File: src/rtl/writeback_unit.sv
// writeback_unit: serialises ALU and load results into a single register-file
// write port. Requests are queued in FIFO order, and loads win arbitration.
// Writes to r0 complete the handshake but are dropped. QueryPending reports
// whether a write to a queried register is still outstanding, either queued or
// presented on the write port this cycle.
module writeback_unit #(
  parameter int DEPTH = 4
) (
  input  logic                     clk,
  input  logic                     rst_n,
  input  logic                     AluValid,
  input  logic [4:0]               AluReg,
  input  logic [31:0]              AluData,
  output logic                     AluReady,
  input  logic                     MemValid,
  input  logic [4:0]               MemReg,
  input  logic [31:0]              MemData,
  output logic                     MemReady,
  output logic [4:0]               WriteReg,
  output logic [31:0]              WriteData,
  output logic                     RegWrite,
  input  logic [4:0]               QueryReg,
  output logic                     QueryPending,
  output logic [$clog2(DEPTH):0]   Count
);

  localparam int PW = (DEPTH > 1) ? $clog2(DEPTH) : 1;
  localparam int CW = $clog2(DEPTH) + 1;
  localparam logic [CW-1:0] FULL_CNT = CW'(DEPTH);

  logic [PW-1:0] wptr_q, wptr_d;
  logic [PW-1:0] rptr_q, rptr_d;
  logic [CW-1:0] count_q, count_d;
  logic [DEPTH-1:0] vld_q, vld_d;
  logic [4:0]  ent_reg_q  [DEPTH];
  logic [4:0]  ent_reg_d  [DEPTH];
  logic [31:0] ent_data_q [DEPTH];
  logic [31:0] ent_data_d [DEPTH];
  logic [4:0]  write_reg_q, write_reg_d;
  logic [31:0] write_data_q, write_data_d;
  logic        reg_write_q, reg_write_d;

  logic        not_full;
  logic        mem_fire, alu_fire;
  logic        push, pop;
  logic [4:0]  push_reg;
  logic [31:0] push_data;
  logic        query_hit;

  // Handshake and arbitration: loads take priority, and at most one push per cycle.
  always_comb begin
    not_full  = (count_q != FULL_CNT);
    MemReady  = rst_n && not_full;
    AluReady  = rst_n && not_full && !MemValid;
    mem_fire  = MemValid && MemReady;
    alu_fire  = AluValid && AluReady;
    push_reg  = mem_fire ? MemReg : AluReg;
    push_data = mem_fire ? MemData : AluData;
    // r0 requests are acknowledged but never stored
    push      = (mem_fire || alu_fire) && (push_reg != 5'd0);
    pop       = (count_q != '0);
  end

  // Next-state for queue storage, pointers, occupancy and the write port.
  always_comb begin
    wptr_d       = wptr_q;
    rptr_d       = rptr_q;
    count_d      = count_q;
    vld_d        = vld_q;
    ent_reg_d    = ent_reg_q;
    ent_data_d   = ent_data_q;
    write_reg_d  = write_reg_q;
    write_data_d = write_data_q;
    reg_write_d  = 1'b0;
    if (pop) begin
      write_reg_d   = ent_reg_q[rptr_q];
      write_data_d  = ent_data_q[rptr_q];
      reg_write_d   = 1'b1;
      vld_d[rptr_q] = 1'b0;
      rptr_d        = rptr_q + 1'b1;
    end
    // A push never targets the slot being popped: pushing needs a non-full queue
    if (push) begin
      ent_reg_d[wptr_q]  = push_reg;
      ent_data_d[wptr_q] = push_data;
      vld_d[wptr_q]      = 1'b1;
      wptr_d             = wptr_q + 1'b1;
    end
    case ({push, pop})
      2'b10:   count_d = count_q + 1'b1;
      2'b01:   count_d = count_q - 1'b1;
      default: count_d = count_q;
    endcase
  end

  // Hazard lookup over valid queue entries and the write currently on the port.
  always_comb begin
    query_hit = 1'b0;
    for (int i = 0; i < DEPTH; i++) begin
      if (vld_q[i] && (ent_reg_q[i] == QueryReg)) query_hit = 1'b1;
    end
    if (reg_write_q && (write_reg_q == QueryReg)) query_hit = 1'b1;
    QueryPending = rst_n && (QueryReg != 5'd0) && query_hit;
  end

  // Control state and write-port registers, cleared by reset.
  always_ff @(posedge clk) begin
    if (!rst_n) begin
      wptr_q       <= '0;
      rptr_q       <= '0;
      count_q      <= '0;
      vld_q        <= '0;
      write_reg_q  <= '0;
      write_data_q <= '0;
      reg_write_q  <= 1'b0;
    end else begin
      wptr_q       <= wptr_d;
      rptr_q       <= rptr_d;
      count_q      <= count_d;
      vld_q        <= vld_d;
      write_reg_q  <= write_reg_d;
      write_data_q <= write_data_d;
      reg_write_q  <= reg_write_d;
    end
  end

  // Queue payload storage; contents are qualified by vld_q, so no reset is needed.
  always_ff @(posedge clk) begin
    ent_reg_q  <= ent_reg_d;
    ent_data_q <= ent_data_d;
  end

  assign WriteReg  = write_reg_q;
  assign WriteData = write_data_q;
  assign RegWrite  = reg_write_q;
  assign Count     = count_q;

endmodule

File: config.mk
export PLATFORM = sky130hd
export DESIGN_NAME = writeback_unit
export DESIGN_NICKNAME = d
export VERILOG_FILES = /design/src/rtl/writeback_unit.sv
export SDC_FILE = /design/constraint.sdc
export NUM_CORES = 1
export LEC_CHECK = 0
export ABC_AREA = 1
export CORE_ASPECT_RATIO = 1.4
export CORE_MARGIN = 10
export CORE_UTILIZATION = 54
export DETAILED_ROUTE_END_ITERATION = 12
export PLACE_DENSITY = 0.81
export SKIP_CTS_REPAIR_TIMING = 1
export SYNTH_ARGS = -nofsm -noshare
export SYNTH_HDL_FRONTEND = slang
export SYNTH_SLANG_ARGS = --single-unit
File: constraint.sdc
create_clock -name clk -period 3.12 [get_ports clk]
set_clock_uncertainty 0.05 [all_clocks]
set_input_delay 0.624 -clock clk [delete_from_list [all_inputs] [get_ports clk]]
set_output_delay 0.624 -clock clk [all_outputs]
set_load 0.05 [all_outputs]
==> results of run 1 <==
## sequential cells by signal (all words and copies together), names as in the netlist
register	cells
ent_reg_q	20
Count	3
ent_data_q	128
vld_q	4
RegWrite	1
WriteReg	5
WriteData	32
wptr_q	2
rptr_q	2
## metrics by stage
stage / utilization, % / cell area, µm² / power [mW] / hold WS [ps] / setup slack, ps
2_1_floorplan: - / 8380 / 5.71 / 390 / 421
3_3_place_gp: 66.1 / 10000 / 6.79 / 424 / 101
3_5_place_dp: 66.1 / 10000 / 6.87 / 432 / 37.0
4_1_cts: 69.8 / 10600 / 8.95 / 455 / 155
5_1_grt: 69.8 / 10600 / 9.39 / 458 / 9.71
6_report: 69.8 / 10600 / 8.93 / 455 / 246
## placed cells by master (no fill, tap or decap), drive strengths merged
cell | synthesis | routed
nand2 | 136 | 136
dfxtp | 49 | 49
xor2 | 6 | 6
fa | 1 | 1
clkdlybuf4s50 | 0 | 122
clkinv | 1 | 3
o22ai | 40 | 40
buf | 16 | 26
a21oi | 21 | 21
nand3 | 17 | 17
o21ai | 119 | 119
o211ai | 8 | 8
nor3 | 2 | 2
inv | 81 | 86
ha | 9 | 9
o21bai | 32 | 32
bufinv | 0 | 1
a211oi | 1 | 1
clkinvlp | 0 | 1
nor2 | 89 | 89
clkbuf | 28 | 23
edfxtp | 148 | 148
nand4 | 5 | 5
a221oi | 1 | 1
## cell type report
| cell class | count | area share, % |
|---|---|---|
| flip-flops and latches | 197 | 51.4 |
| multi-input cells | 487 | 23.3 |
| clock buffers | 23 | 4.34 |
| repair buffers | 148 | 14.8 |
| inverters | 82 | 2.92 |
| well taps | 192 | 2.28 |
| clock inverters | 9 | 0.901 |
## worst max-delay path, cell delays in order
cell and delay, ps:
clkdlybuf4s50_1 540, inv_1 140, a221oi_1 300, nand3_1 100
nand3_1 100, nor2_1 40, nor2_1 180, buf_12 170
## cell families after synthesis
group,count (synthesis)
and+or+nand+nor,249
AOI/OAI and AO/OA,222
DFF,197
buffers and inverters,126
adders and majority gates,10
xor gates and xnor gates,6
## per-layer routing
layer	share of wire, %	vias to the layer above	routed length [µm]	track usage [%]
met3	6.7	35	1420	4.52
met4	2.3	0	490	8.28
met1	39	3044	8230	22.4
met5	0	-	0	0
li1	-	3033	-	-
met2	52	287	11000	35.0
## power breakdown
| part | internal [mW] | switching, mW | total (mW) | leakage, nW |
|---|---|---|---|---|
| Sequential | 3.26 | 0.190 | 3.45 | 1.76 |
| Clock | 1.14 | 0.926 | 2.06 | 0.267 |
| Combinational | 1.09 | 2.32 | 3.42 | 2.16 |
| Total | 5.49 | 3.44 | 8.93 | 4.19 |
## worst max path at each step
stage                     startpoint                 endpoint  cells past startpoint
2_1_floorplan  Count[0]$_SDFFE_PN0P_  ent_data_q[0]$_DFFE_PP_                      8
3_3_place_gp                MemValid    Count[2]$_SDFFE_PN0P_                     14
3_5_place_dp                MemValid    Count[2]$_SDFFE_PN0P_                     14
4_1_cts                  QueryReg[1]             QueryPending                      8
5_1_grt                  QueryReg[0]             QueryPending                     10
6_report                 QueryReg[3]             QueryPending                      8
==> results.cfg, run 1 <==
[placement]
globalplace.congestion = 0.875
dp_cells = 1106
numPortBuffers = 126
hpwl_um = 13400

[logic_synthesis]
yosys_register_bits = 197
synth_top_family_by_area = compound AO/OA/AOI/OAI gates
synth_cells = 810
syn_area_um2 = 8380
synth_area_per_cell_um2 = 10.3
synth_edf_count = 148
synthAdderAreaFrac_pct = 1.58
synth.most_common_cell = edfxtp_1
muxShareOfSynthArea_pct = 0
postSynth.asyncResetShare_pct = 0
synth_top_area_cell = edfxtp_1
synth_ff_type = edfxtp_1
ys.warnings.count = 0
synth_compound_area_share_pct = 15.1
yosys.area_share.simple_pct = 12.0
synth_commonest_cells = edfxtp_1, nand2_1, o21ai_0
synth_xor_xnor_area_share_pct = 0.627
syn-num-nets = 903
ys_seq_area_share_pct = 64.7
ys_types = 29
yosys-top-cells-area = edfxtp_1, dfxtp_1, o21ai_0
yosysTopAreaCellShare_pct = 53.0

[routing]
drt_iter0_drc = 599
vias = 6399
drt-total-wl_um = 21200
via_per_inst = 5.62
wl_per_cell_um = 18.6
dr.pass1.iters = 5
ant_nets = 0
drc = 0

[critical_path]
cp_max_fo = 7
cp.arrival_ps = 2200
r2r_end = Count[2]$_SDFFE_PN0P_
reg2regPathDepth = 16
rrSetupSlack_ps = 620
cp-start-kind = input pin
critPathKind = in -> out
critPathRequiredTime_ps = 2450
end_kind = output pin
rr_startpoint = Count[0]$_SDFFE_PN0P_

[floorplanning]
start_util_pct = 55.4
die_y_um = 167
ioPinCount = 127
rows = 53
die_area_um2 = 21000
core_area_um2 = 15100
dieWidth_um = 125

[clock_network]
cts_root_buf = clkbuf_16
cts_buffers = 17
clock_latency_ps = 420
cts_tree = done
clock-sinks = 197
ctsLongestPathBuffers = 2
h-tree-depth = 4
cts.clk_slew.worst_paths_ps = 60

[timing]
maxSlewViolCount = 0
hold_viol = 0
finalCriticalPeriod_ps = 2870
worst_slew_pin_slew_ps = 971
setup_viol = 0
fmax_ghz = 0.348
max_slew_margin_pct = 35.3
rsz0062_at_grt = false
period_share_pct = 92.1
finalSetupTns_ps = 0

[outcome]
status = completed

[worst_hold_path]
hold_depth = 2
whs_endpoint = vld_q[3]$_SDFF_PN0_
hp-class = reg -> reg
min_from = vld_q[3]$_SDFF_PN0_

[final_layout]
seq_area_um2 = 5430
area_growth_syn_to_layout_pct = 25.9
drive_gt1_share_pct = 7.61
final_nets = 1026
insertedDiodeCount = 0
fin_cells = 1138
fillers = 1110
multi_input_area_um2 = 2460

[global_routing]
track_usage_pct = 19.8
overflow = 0
grt_pass1_wl_um = 33700
antenna_found_initial = 0
grt_pass1_vias = 6630
grt_max_degree = 78

[power_and_ir_drop]
pwr_density_cell_nw_per_um2 = 846
p_leak_nw = 4.19
max-vdd-ir-drop_mv = 0.582

[run]
cap_violations = 0
No activity file was read; power rests on OpenSTA's default activity.
==> run 2: changes to the inputs <==
--- a/config.mk
+++ b/config.mk
@@ -11,6 +11,7 @@
 export CORE_UTILIZATION = 54
 export DETAILED_ROUTE_END_ITERATION = 12
 export PLACE_DENSITY = 0.81
+export SETUP_SLACK_MARGIN = 0.3
 export SKIP_CTS_REPAIR_TIMING = 1
 export SYNTH_ARGS = -nofsm -noshare
 export SYNTH_HDL_FRONTEND = slang
==> run 2 against run 1 <==
  * Clock power about the same
  * Worst setup slack better by 91 ps
  * Final area up 0.13%
  * Non-clock buffer count unchanged
  * Sequential share of layout area down 0.067 points
  * Worst hold slack worse by 2.3 ps
  * Global-route usage unchanged
  * Critical path type unchanged
  * Largest cell class unchanged
  * Largest power group unchanged
==> results.cfg, run 2 (synthesis results as in run 1) <==
[outcome]
status = completed

[floorplanning]
ioPinCount = 127
start_util_pct = 55.4
die_area_um2 = 21000
die_y_um = 167
core_area_um2 = 15100
rows = 53
dieWidth_um = 125

[clock_network]
h-tree-depth = 4
cts_root_buf = clkbuf_16
cts.clk_slew.worst_paths_ps = 60
clock_latency_ps = 430
cts_tree = done
ctsLongestPathBuffers = 2
clock-sinks = 197
cts_buffers = 17

[critical_path]
cp-start-kind = input pin
critPathKind = in -> out
cp_max_fo = 7
path_cells = clkdlybuf4s50_1 -> inv_2 -> nor2_1 -> a211oi_1 -> nand3_1 -> nand2_1 -> nor2_1 -> nor2_1 -> buf_12
critPathRequiredTime_ps = 2450
cp_common_cell = nor2_1
cp.arrival_ps = 2110
end_kind = output pin
rrSetupSlack_ps = 600
cp_slowest_cell = clkdlybuf4s50_1
cpPeakStageDelay_ps = 500

[global_routing]
antenna_found_initial = 0
grt_pass1_vias = 6630
track_usage_pct = 19.8
grt_max_degree = 78
grt_pass1_wl_um = 33700
overflow = 0

[final_layout]
largest_register = ent_data_q
final_nets = 1026
largest_reg_flops = 128
area_growth_syn_to_layout_pct = 26.1
fillers = 1107
final_cell_mix = edfxtp_1, nand2_1, clkdlybuf4s50_1, o21ai_0, nor2_1
fin_area_um2 = 10600
drive_gt1_share_pct = 7.93
multi_input_area_um2 = 2460
seq_area_um2 = 5430
insertedDiodeCount = 0
final_common_cell = edfxtp_1

[routing]
drt_iter0_drc = 636
via_per_inst = 5.62
dr.pass1.iters = 6
ant_nets = 0
vias = 6400
drc = 0
drt-total-wl_um = 21200
wl_per_cell_um = 18.6

[power_and_ir_drop]
p_leak_nw = 4.22
pwr_density_cell_nw_per_um2 = 846
max-vdd-ir-drop_mv = 0.581

[timing]
worst_slew_pin_slew_ps = 954
fmax_ghz = 0.359
period_share_pct = 89.2
finalCriticalPeriod_ps = 2780
rsz0062_at_grt = true
finalSetupTns_ps = 0
hold_viol = 0
max_slew_margin_pct = 36.4
maxSlewViolCount = 0
setup_viol = 0

[placement]
numPortBuffers = 126
place_area_um2 = 10000
hpwl_um = 13400
globalplace.congestion = 0.875

[worst_hold_path]
hp-class = reg -> reg

[run]
cap_violations = 0
-- run 2: report_power, final --
group | internal, mW | total (mW) | switching [mW] | leakage [nW]
clock network | 1.13 | 2.07 | 0.932 | 0.267
logic | 1.10 | 3.42 | 2.33 | 2.19
registers | 3.26 | 3.45 | 0.193 | 1.76
-- run 2: critical path: cells and delay by family --
kind	cells	cell delay, ps
buffers and inverters	3	820
AOI/OAI and AO/OA	1	220
and+or+nand+nor	5	440
-- run 2: path summary, 6_finish.rpt --
path	start	end	depth (start not counted)
worst max-delay path	QueryReg[2]	QueryPending	9
worst max register to register	Count[0]$_SDFFE_PN0P_	Count[2]$_SDFFE_PN0P_	16
worst min register to register	vld_q[3]$_SDFF_PN0_	vld_q[3]$_SDFF_PN0_	2
worst min-delay path	vld_q[3]$_SDFF_PN0_	vld_q[3]$_SDFF_PN0_	2
-- run 2: final cells by class --
cell class	instances	area share, %
inverter	82	2.91
tap	192	2.27
clock inverter	9	0.900
clock buffer	23	4.33
multi-input combinational	487	23.3
sequential	197	51.4
timing repair buffer	148	14.9
-- run 2: metrics by stage --
step | utilization, % | power [mW] | cells | setup WS [ps] | hold WS [ps]
final | 69.9 | 8.94 | 1138 | 337 | 452
after global routing | 69.9 | 9.39 | 1138 | 182 | 458
after CTS | 69.8 | 8.95 | 1138 | 155 | 455
after detailed placement | 66.1 | 6.87 | 1106 | 37.0 | 432
after global placement | 66.1 | 6.79 | 1106 | 101 | 424
after floorplan | - | 5.71 | 810 | 421 | 390
-- run 2: metal layers --
metal | vias up | part of all wire [%] | global-route usage (%) | routed length (µm)
met2 | 280 | 52 | 35.0 | 11100
met1 | 3050 | 39 | 22.4 | 8180
met4 | 0 | 2.5 | 8.28 | 537
met3 | 35 | 6.5 | 4.52 | 1390
li1 | 3035 | - | - | -
met5 | - | 0 | 0 | 0
==> run 3: changes to the inputs <==
--- a/config.mk
+++ b/config.mk
@@ -6,13 +6,14 @@
 export NUM_CORES = 1
 export LEC_CHECK = 0
 export ABC_AREA = 1
+export CAP_MARGIN = 0
 export CORE_ASPECT_RATIO = 1.4
 export CORE_MARGIN = 10
 export CORE_UTILIZATION = 54
 export DETAILED_ROUTE_END_ITERATION = 12
 export PLACE_DENSITY = 0.81
-export SETUP_SLACK_MARGIN = 0.3
 export SKIP_CTS_REPAIR_TIMING = 1
+export SLEW_MARGIN = 20
 export SYNTH_ARGS = -nofsm -noshare
 export SYNTH_HDL_FRONTEND = slang
 export SYNTH_SLANG_ARGS = --single-unit
==> results of run 3 <==
The final DEF is identical to that of run 1; final timing and power are the same.
